<file path="src/rtl/asignador_pkg.sv">
// Shared constants, voice state encoding and width helper for the voice allocator.
package asignador_pkg;

    localparam int unsigned DEF_NUM_KEYS   = 4;
    localparam int unsigned DEF_NUM_VOICES = 2;

    typedef enum logic {
        VOICE_IDLE   = 1'b0,
        VOICE_ACTIVE = 1'b1
    } voice_state_t;

    function automatic int unsigned clog2(input int unsigned n);
        int unsigned r;
        int unsigned v;
        r = 0;
        v = (n > 0) ? n - 1 : 0;
        while (v > 0) begin
            r++;
            v = v >> 1;
        end
        return r;
    endfunction

endpackage

</file>
<file path="src/rtl/asignador_voces_detector_flancos.sv">
// Per-key edge detector: registers the previous key level and exposes press/release edges.
module detector_flancos
    import asignador_pkg::*;
#(
    parameter int unsigned WIDTH = DEF_NUM_KEYS
) (
    input  logic             clk,
    input  logic             reset,
    input  logic [WIDTH-1:0] key_state,
    output logic [WIDTH-1:0] rise,
    output logic [WIDTH-1:0] fall
);

    logic [WIDTH-1:0] r_key_prev;

    always_ff @(posedge clk or posedge reset) begin
        if (reset) begin
            r_key_prev <= '0;
        end else begin
            r_key_prev <= key_state;
        end
    end

    assign rise = key_state & ~r_key_prev;
    assign fall = ~key_state & r_key_prev;

endmodule

</file>
<file path="src/rtl/asignador_voces.sv">
// Voice allocator: shares NUM_VOICES tone generators among NUM_KEYS keys, one press serviced per cycle.
// Define ASIGNADOR_STEAL_EN to steal voices round-robin when all are busy; otherwise such presses are dropped.
module asignador_voces
    import asignador_pkg::*;
#(
    parameter  int unsigned NUM_KEYS   = DEF_NUM_KEYS,
    parameter  int unsigned NUM_VOICES = DEF_NUM_VOICES,
    localparam int unsigned KEY_W      = clog2(NUM_KEYS)
) (
    input  logic                        clk,
    input  logic                        reset,
    input  logic [NUM_KEYS-1:0]         key_state,
    output logic [NUM_VOICES-1:0]       voice_active,
    output logic [NUM_VOICES*KEY_W-1:0] voice_key,
    output logic [NUM_VOICES-1:0]       note_on,
    output logic                        all_busy,
    output logic                        drop
);

    localparam int unsigned VOICE_W = (NUM_VOICES > 1) ? clog2(NUM_VOICES) : 1;

    logic [NUM_KEYS-1:0]   w_rise;
    logic [NUM_KEYS-1:0]   w_fall;
    logic [NUM_KEYS-1:0]   w_eligible;
    logic [NUM_KEYS-1:0]   w_svc_onehot;
    logic [NUM_KEYS-1:0]   w_pending_next;
    logic [NUM_KEYS-1:0]   r_pending_on;
    logic                  w_svc_valid;
    logic [KEY_W-1:0]      w_svc_key;
    logic                  w_held;
    logic                  w_free_found;
    logic [VOICE_W-1:0]    w_free_idx;
    logic [VOICE_W-1:0]    w_alloc_idx;
    logic                  w_alloc_en;
    logic                  w_drop;
    logic [NUM_VOICES-1:0] w_alloc;
    logic [NUM_VOICES-1:0] w_release;
    logic [NUM_VOICES-1:0] r_note_on;
    logic                  r_drop;

    voice_state_t          r_state      [NUM_VOICES];
    voice_state_t          w_state_next [NUM_VOICES];
    logic [KEY_W-1:0]      r_voice_key  [NUM_VOICES];
    logic [KEY_W-1:0]      w_voice_key_next [NUM_VOICES];

`ifdef ASIGNADOR_STEAL_EN
    logic [VOICE_W-1:0]    r_steal_ptr;
    logic [VOICE_W-1:0]    w_steal_ptr_next;
`endif

    detector_flancos #(
        .WIDTH (NUM_KEYS)
    ) u_detector_flancos (
        .clk       (clk),
        .reset     (reset),
        .key_state (key_state),
        .rise      (w_rise),
        .fall      (w_fall)
    );

    // State register: pending presses, per-voice FSM and strobes
    always_ff @(posedge clk or posedge reset) begin
        if (reset) begin
            r_pending_on <= '0;
            r_note_on    <= '0;
            r_drop       <= 1'b0;
            for (int v = 0; v < NUM_VOICES; v++) begin
                r_state[v]     <= VOICE_IDLE;
                r_voice_key[v] <= '0;
            end
        end else begin
            r_pending_on <= w_pending_next;
            r_note_on    <= w_alloc;
            r_drop       <= w_drop;
            for (int v = 0; v < NUM_VOICES; v++) begin
                r_state[v]     <= w_state_next[v];
                r_voice_key[v] <= w_voice_key_next[v];
            end
        end
    end

    // Next state: pick lowest pending key not released this edge, then find it a voice
    always_comb begin
        w_eligible   = r_pending_on & ~w_fall;
        w_svc_valid  = |w_eligible;
        w_svc_key    = '0;
        w_svc_onehot = '0;
        for (int k = NUM_KEYS - 1; k >= 0; k--) begin
            if (w_eligible[k]) begin
                w_svc_key = KEY_W'(k);
            end
        end
        for (int k = 0; k < NUM_KEYS; k++) begin
            w_svc_onehot[k] = w_svc_valid && (w_svc_key == KEY_W'(k));
        end

        w_held       = 1'b0;
        w_free_found = 1'b0;
        w_free_idx   = '0;
        w_release    = '0;
        for (int v = NUM_VOICES - 1; v >= 0; v--) begin
            if (r_state[v] == VOICE_IDLE) begin
                w_free_found = 1'b1;
                w_free_idx   = VOICE_W'(v);
            end
            if ((r_state[v] == VOICE_ACTIVE) && (r_voice_key[v] == w_svc_key)) begin
                w_held = 1'b1;
            end
            w_release[v] = (r_state[v] == VOICE_ACTIVE) && w_fall[r_voice_key[v]];
        end

        w_alloc_en  = 1'b0;
        w_alloc_idx = w_free_idx;
        w_drop      = 1'b0;
        if (w_svc_valid && !w_held) begin
            if (w_free_found) begin
                w_alloc_en = 1'b1;
            end else begin
`ifdef ASIGNADOR_STEAL_EN
                w_alloc_en  = 1'b1;
                w_alloc_idx = r_steal_ptr;
`else
                w_drop      = 1'b1;
`endif
            end
        end

        // A (re)assignment wins over a release of the same voice's old key
        w_alloc = '0;
        for (int v = 0; v < NUM_VOICES; v++) begin
            w_alloc[v]          = w_alloc_en && (w_alloc_idx == VOICE_W'(v));
            w_state_next[v]     = r_state[v];
            w_voice_key_next[v] = r_voice_key[v];
            if (w_alloc[v]) begin
                w_state_next[v]     = VOICE_ACTIVE;
                w_voice_key_next[v] = w_svc_key;
            end else if (w_release[v]) begin
                w_state_next[v]     = VOICE_IDLE;
            end
        end

        w_pending_next = (r_pending_on | w_rise) & ~w_fall & ~w_svc_onehot;
    end

`ifdef ASIGNADOR_STEAL_EN
    always_ff @(posedge clk or posedge reset) begin
        if (reset) begin
            r_steal_ptr <= '0;
        end else begin
            r_steal_ptr <= w_steal_ptr_next;
        end
    end

    always_comb begin
        w_steal_ptr_next = r_steal_ptr;
        if (w_svc_valid && !w_held && !w_free_found) begin
            w_steal_ptr_next = (r_steal_ptr == VOICE_W'(NUM_VOICES - 1)) ? '0
                             : VOICE_W'(r_steal_ptr + 1'b1);
        end
    end
`endif

    // Outputs decoded from the registered voice state
    always_comb begin
        voice_active = '0;
        voice_key    = '0;
        for (int v = 0; v < NUM_VOICES; v++) begin
            voice_active[v]                = (r_state[v] == VOICE_ACTIVE);
            voice_key[v*KEY_W +: KEY_W]    = r_voice_key[v];
        end
    end

    assign note_on  = r_note_on;
    assign drop     = r_drop;
    assign all_busy = &voice_active;

endmodule

</file>
<file path="config.mk">
export PLATFORM = sky130hd
export DESIGN_NAME = asignador_voces
export DESIGN_NICKNAME = d
export VERILOG_FILES = /design/src/rtl/asignador_pkg.sv /design/src/rtl/asignador_voces_detector_flancos.sv /design/src/rtl/asignador_voces.sv
export SDC_FILE = /design/constraint.sdc
export NUM_CORES = 1
export LEC_CHECK = 0
export ABC_AREA = 1
export CAP_MARGIN = 20
export CORE_ASPECT_RATIO = 1.75
export CORE_MARGIN = 3
export CORE_UTILIZATION = 36
export DETAILED_ROUTE_END_ITERATION = 8
export GPL_TIMING_DRIVEN = 0
export HOLD_SLACK_MARGIN = 0.15
export PLACE_DENSITY = 0.66
export SYNTH_ARGS = -nofsm -noshare
export SYNTH_HDL_FRONTEND = slang
export SYNTH_SLANG_ARGS = --single-unit
</file>
<file path="constraint.sdc">
create_clock -name clk -period 4 [get_ports clk]
set_clock_uncertainty 0.2 [all_clocks]
set_input_delay 1 -clock clk [delete_from_list [all_inputs] [get_ports clk]]
set_output_delay 1 -clock clk [all_outputs]
set_load 0.02 [all_outputs]
</file>
==> results of run 1 <==
## synth_stat cells (all sizes together)
| master | count |
|---|---|
| nand3 | 12 |
| nand4 | 6 |
| o211ai | 1 |
| nor2 | 9 |
| or2 | 1 |
| nor3 | 1 |
| a21oi | 3 |
| a21boi | 3 |
| inv | 17 |
| dfrtp | 17 |
| nand2 | 40 |
| o21ai | 2 |
## worst min path at each step
stage,to,slack [ns],depth (start not counted)
final,r_pending_on[0]$_DFF_PP0_,0.25,1
after global routing,r_pending_on[0]$_DFF_PP0_,0.28,1
after CTS,r_pending_on[0]$_DFF_PP0_,0.25,1
after detailed placement,r_pending_on[0]$_DFF_PP0_,0.25,1
after global placement,r_pending_on[0]$_DFF_PP0_,0.24,1
after floorplan,r_pending_on[0]$_DFF_PP0_,0.23,1
## layer usage
| layer | up-vias | global-route usage [%] |
|---|---|---|
| met2 | 22 | 25.8 |
| met3 | 7 | 2.22 |
| met5 | - | 0 |
| met1 | 359 | 14.2 |
| met4 | 0 | 7.05 |
| li1 | 399 | - |
## kinds of logic after synthesis
family | after synthesis | share of synthesized area (%)
flops | 17 | 46.3
simple gates | 69 | 40.0
compound gates | 9 | 6.80
buf+inv | 17 | 6.94
## state kept, by name (all words and copies together), names as in the netlist
signal / flops
r_pending_on: 4
drop: 1
voice_active: 2
u_detector_flancos.r_key_prev: 4
voice_key: 4
note_on: 2
## stage by stage
stage	setup slack [ns]	hold WS, ns
2_1_floorplan	1.86	0.229
3_3_place_gp	1.21	0.236
3_5_place_dp	1.18	0.245
4_1_cts	1.35	0.255
5_1_grt	1.27	0.284
6_report	1.38	0.249
## cell type report
type / count / area, µm²
Clock buffer: 4 / 45.0
Fill cell: 238 / 1210
Inverter: 17 / 63.8
Multi-Input combinational cell: 78 / 430
Sequential cell: 17 / 425
Tap cell: 25 / 31.3
Timing Repair Buffer: 15 / 150
## where the power goes
group          internal (mW)  switching [mW]
Sequential             0.219          0.0494
Clock                 0.0707          0.0569
Combinational          0.160           0.228
==> results.yml, run 1 <==
drt:
  vias: 787
  wl_um: 1910
  wl_met3_um: 85
  drt_iter0_markers: 29
  route.detailed.drc: 0
  highest_layer: "met4"
  ant_nets: 0
  first_pass_iters: 4
  wl_met2_um: 1090
  wl_met1_um: 680
  via_per_inst: 5.04
  wl_per_cell_um: 12.2
grt:
  grt_pass1_vias: 780
  grt_antenna_before_repair: 0
  grt_usage_pct: 13.9
  globalRouteOverflowTotal: 0
  grt_max_degree: 18
  grt_pass1_wl_um: 3370
finish:
  post-route-util_pct: 48.6
  layout.nets: 138
  final_common_cell: "nand2_1"
  area_growth_pct: 24.6
  layout_common_cells: "nand2_1 (29), dfrtp_1 (17), clkdlybuf4s50_1 (15)"
  diodes: 0
  drive_gt1_share_pct: 22.1
  fin_cells: 156
  stdcell_area_mm2: 0.00115
setup_path:
  worstSetupStartpoint: "voice_active[0]$_DFFE_PP0P_"
  crit_required_ns: 2.80
  end_kind: "output pin"
  crit_cells: 3
  cp_num_buf_inv: 2
  crit_family: "buffers and inverters"
  critPathSlowestCell: "clkdlybuf4s50_1"
  critPathMaxStageDelay_ns: 0.59
  r2r_slack_ns: 2.33
  endpoint: "all_busy"
  critical_path.max_fanout: 6
  crit_arrival_ns: 1.42
  reg2reg_depth: 10
  rr_startpoint: "u_detector_flancos.r_key_prev[2]$_DFF_PP0_"
  critPathKind: "flip-flop to output pin"
  start_kind: "flip-flop"
  crit_path_cell_trace: "nand2_1 -> inv_1 -> clkdlybuf4s50_1"
  worstReg2RegEnd: "voice_key[2]$_DFFE_PP0P_"
pwr:
  total_power_uw: 784
  ir_drop_v: 0.000345
  power.density_mw_per_mm2: 684
  p_leak_nw: 0.590
timing:
  fin_setup_tns_ns: 0
  worst_slew_pin_slew_ns: 0.639
  post-route-min-period_ns: 2.62
  timing_hold_violations_final: 0
  slew_violations: 0
  finalCritPeriodShare_pct: 65.6
  slew_headroom_pct: 57.4
  rsz0062_at_grt: "no"
  fmax_mhz: 381
  setup_viol: 0
floorplanning:
  start_util_pct: 39.0
  core_area_mm2: 0.00236
  row_count: 23
  io_pins: 16
  die_y_um: 72.9
  fp.dieW_um: 44.2
  fp.dieArea_mm2: 0.00322
logic_synthesis:
  synthTopCellsByArea: "dfrtp_1 (46%), nand2_1 (12%), nand2_2 (6.8%), nand3_1 (4.9%), inv_1 (4.5%)"
  synth_cell_types: 20
  syn_nets: 118
  ys_ff_latch: 17
  synth_area_um2: 920
  synth.largest_area_cell: "dfrtp_1"
  synth_top_area_share_pct: 46.3
  syn_inst: 112
  syn_area_per_cell_um2: 8.21
  ys_warn_count: 0
  ys_seq_area_share_pct: 46.3
clock_tree:
  cts_tree: "done"
  h-tree-depth: 1
  postCtsResizedCells: 0
  cts_made_buffers: 3
  cts_max_path_buffers: 2
  cts_root_buf: "clkbuf_8"
  post_cts_buffers: 0
  cts_hold_buf: 0
  clk_latency_ns: 0.25
  clkSinkCount: 17
  cts.clk_slew.worst_paths_ns: 0.06
min_path:
  hold_class: "flip-flop to flip-flop"
  min_from: "u_detector_flancos.r_key_prev[0]$_DFF_PP0_"
placed_design:
  placed_area_mm2: 0.00110
  dpl.hpwl_um: 1470
  gp_congestion: 0.759
  place_inst: 152
  portBuffers: 15
job:
  maxCapViolCount: 0
status:
  outcome: "finished clean"
Power figures use the tool's default switching activity.
==> run 2, diff against run 1 <==
--- a/config.mk
+++ b/config.mk
@@ -13,7 +13,7 @@
 export DETAILED_ROUTE_END_ITERATION = 8
 export GPL_TIMING_DRIVEN = 0
 export HOLD_SLACK_MARGIN = 0.15
-export PLACE_DENSITY = 0.66
+export PLACE_DENSITY = 0.68
 export SYNTH_ARGS = -nofsm -noshare
 export SYNTH_HDL_FRONTEND = slang
 export SYNTH_SLANG_ARGS = --single-unit
==> constraint.sdc (replaced) <==
create_clock -name clk -period 2.32 [get_ports clk]
set_clock_uncertainty 0.2 [all_clocks]
set_input_delay 0.58 -clock clk [delete_from_list [all_inputs] [get_ports clk]]
set_output_delay 0.58 -clock clk [all_outputs]
set_load 0.02 [all_outputs]
==> results.yml, run 2 (same netlist as run 1, synthesis figures left out) <==
clock_tree:
  cts_made_buffers: 3
  post_cts_buffers: 0
  cts_tree: "done"
  clkSinkCount: 17
  cts_hold_buf: 0
  h-tree-depth: 1
  cts.clk_slew.worst_paths_ns: 0.06
  clk_latency_ns: 0.25
  cts_max_path_buffers: 2
  postCtsResizedCells: 0
  cts_root_buf: "clkbuf_8"
floorplanning:
  die_y_um: 72.9
  core_area_mm2: 0.00236
  fp.dieArea_mm2: 0.00322
  io_pins: 16
  fp.dieW_um: 44.2
  row_count: 23
  start_util_pct: 39.0
placed_design:
  placed_area_mm2: 0.00110
  portBuffers: 15
  gp_congestion: 0.778
  dpl.hpwl_um: 1470
setup_path:
  critPathKind: "flip-flop to output pin"
  r2r_slack_ns: 0.66
  reg2reg_depth: 10
  end_kind: "output pin"
  start_kind: "flip-flop"
  rr_startpoint: "u_detector_flancos.r_key_prev[3]$_DFF_PP0_"
  crit_required_ns: 1.54
  crit_arrival_ns: 1.44
  worstReg2RegEnd: "voice_key[2]$_DFFE_PP0P_"
  critical_path.max_fanout: 6
grt:
  grt_max_degree: 18
  grt_antenna_before_repair: 0
  grt_pass1_wl_um: 3380
  globalRouteOverflowTotal: 0
  grt_pass1_vias: 803
  grt_usage_pct: 14.3
drt:
  vias: 774
  via_per_inst: 4.96
  drt_iter0_markers: 28
  route.detailed.drc: 0
  wl_per_cell_um: 11.9
  first_pass_iters: 4
  wl_um: 1860
  ant_nets: 0
finish:
  diodes: 0
  area_growth_pct: 24.6
  final_common_cell: "nand2_1"
  layout.nets: 138
  layout_common_cells: "nand2_1 (29), dfrtp_1 (17), clkdlybuf4s50_1 (15)"
  drive_gt1_share_pct: 22.1
  stdcell_area_mm2: 0.00115
  post-route-util_pct: 48.6
min_path:
  holdPathStages: 1
  worst_hold_path.endpoint: "r_pending_on[0]$_DFF_PP0_"
  hold_class: "flip-flop to flip-flop"
  min_from: "u_detector_flancos.r_key_prev[0]$_DFF_PP0_"
pwr:
  total_power_mw: 1.35
  power.density_mw_per_mm2: 1180
  ir_drop_v: 0.000550
  p_leak_nw: 0.590
timing:
  slew_violations: 0
  fmax_mhz: 450
  finalCritPeriodShare_pct: 95.9
  slew_headroom_pct: 57.1
  rsz0062_at_grt: "no"
  worst_slew_pin_slew_ns: 0.643
  timing_hold_violations_final: 0
  setup_viol: 0
  hold_ws_ns: 0.248
  post-route-min-period_ns: 2.22
job:
  maxCapViolCount: 0
status:
  outcome: "finished clean"
## run 2: cell counts in the layout (fill, tap and decap cells not counted)
Identical to the previous run, type by type.
## run 2: power breakdown
group	switching [mW]	internal, mW
logic	0.389	0.276
registers	0.0850	0.378
clock network	0.0987	0.122
## run 2: final cells by class
| class | instances | area [µm²] |
|---|---|---|
| Clock buffer | 4 | 45.0 |
| Fill cell | 228 | 1210 |
| Timing Repair Buffer | 15 | 150 |
| Multi-Input combinational cell | 78 | 430 |
| Sequential cell | 17 | 425 |
| Tap cell | 25 | 31.3 |
| Inverter | 17 | 63.8 |
## run 2: worst max path at each step
stage	slack [ns]	start	depth (start not counted)	end
detailed placement	-0.07	key_state[3]	12	voice_key[2]$_DFFE_PP0P_
finish	0.1	voice_active[0]$_DFFE_PP0P_	3	all_busy
CTS	0.08	voice_active[0]$_DFFE_PP0P_	3	all_busy
global route	0.01	voice_active[0]$_DFFE_PP0P_	3	all_busy
floorplan	0.60	key_state[0]	12	voice_key[3]$_DFFE_PP0P_
global placement	-0.05	key_state[3]	12	voice_key[2]$_DFFE_PP0P_
## run 2: metal layers
metal,wire length [µm],track usage [%]
met1,680,15.2
met2,1060,24.8
met3,77,2.22
met4,51,9.40
met5,0,0
## run 2: critical path, cell delays in order, from the launching register on
cell             delay, ns
dfrtp_1               0.44
nand2_1               0.10
inv_1                 0.06
clkdlybuf4s50_1       0.59
## run 2: metrics by stage
step                std cells  setup slack [ns]  setup TNS (ns)
global placement          152           -0.0457          -0.143
finish                    156            0.0957               0
CTS                       156            0.0846               0
global route              156            0.0139               0
floorplan                 112             0.599               0
detailed placement        152           -0.0655          -0.331
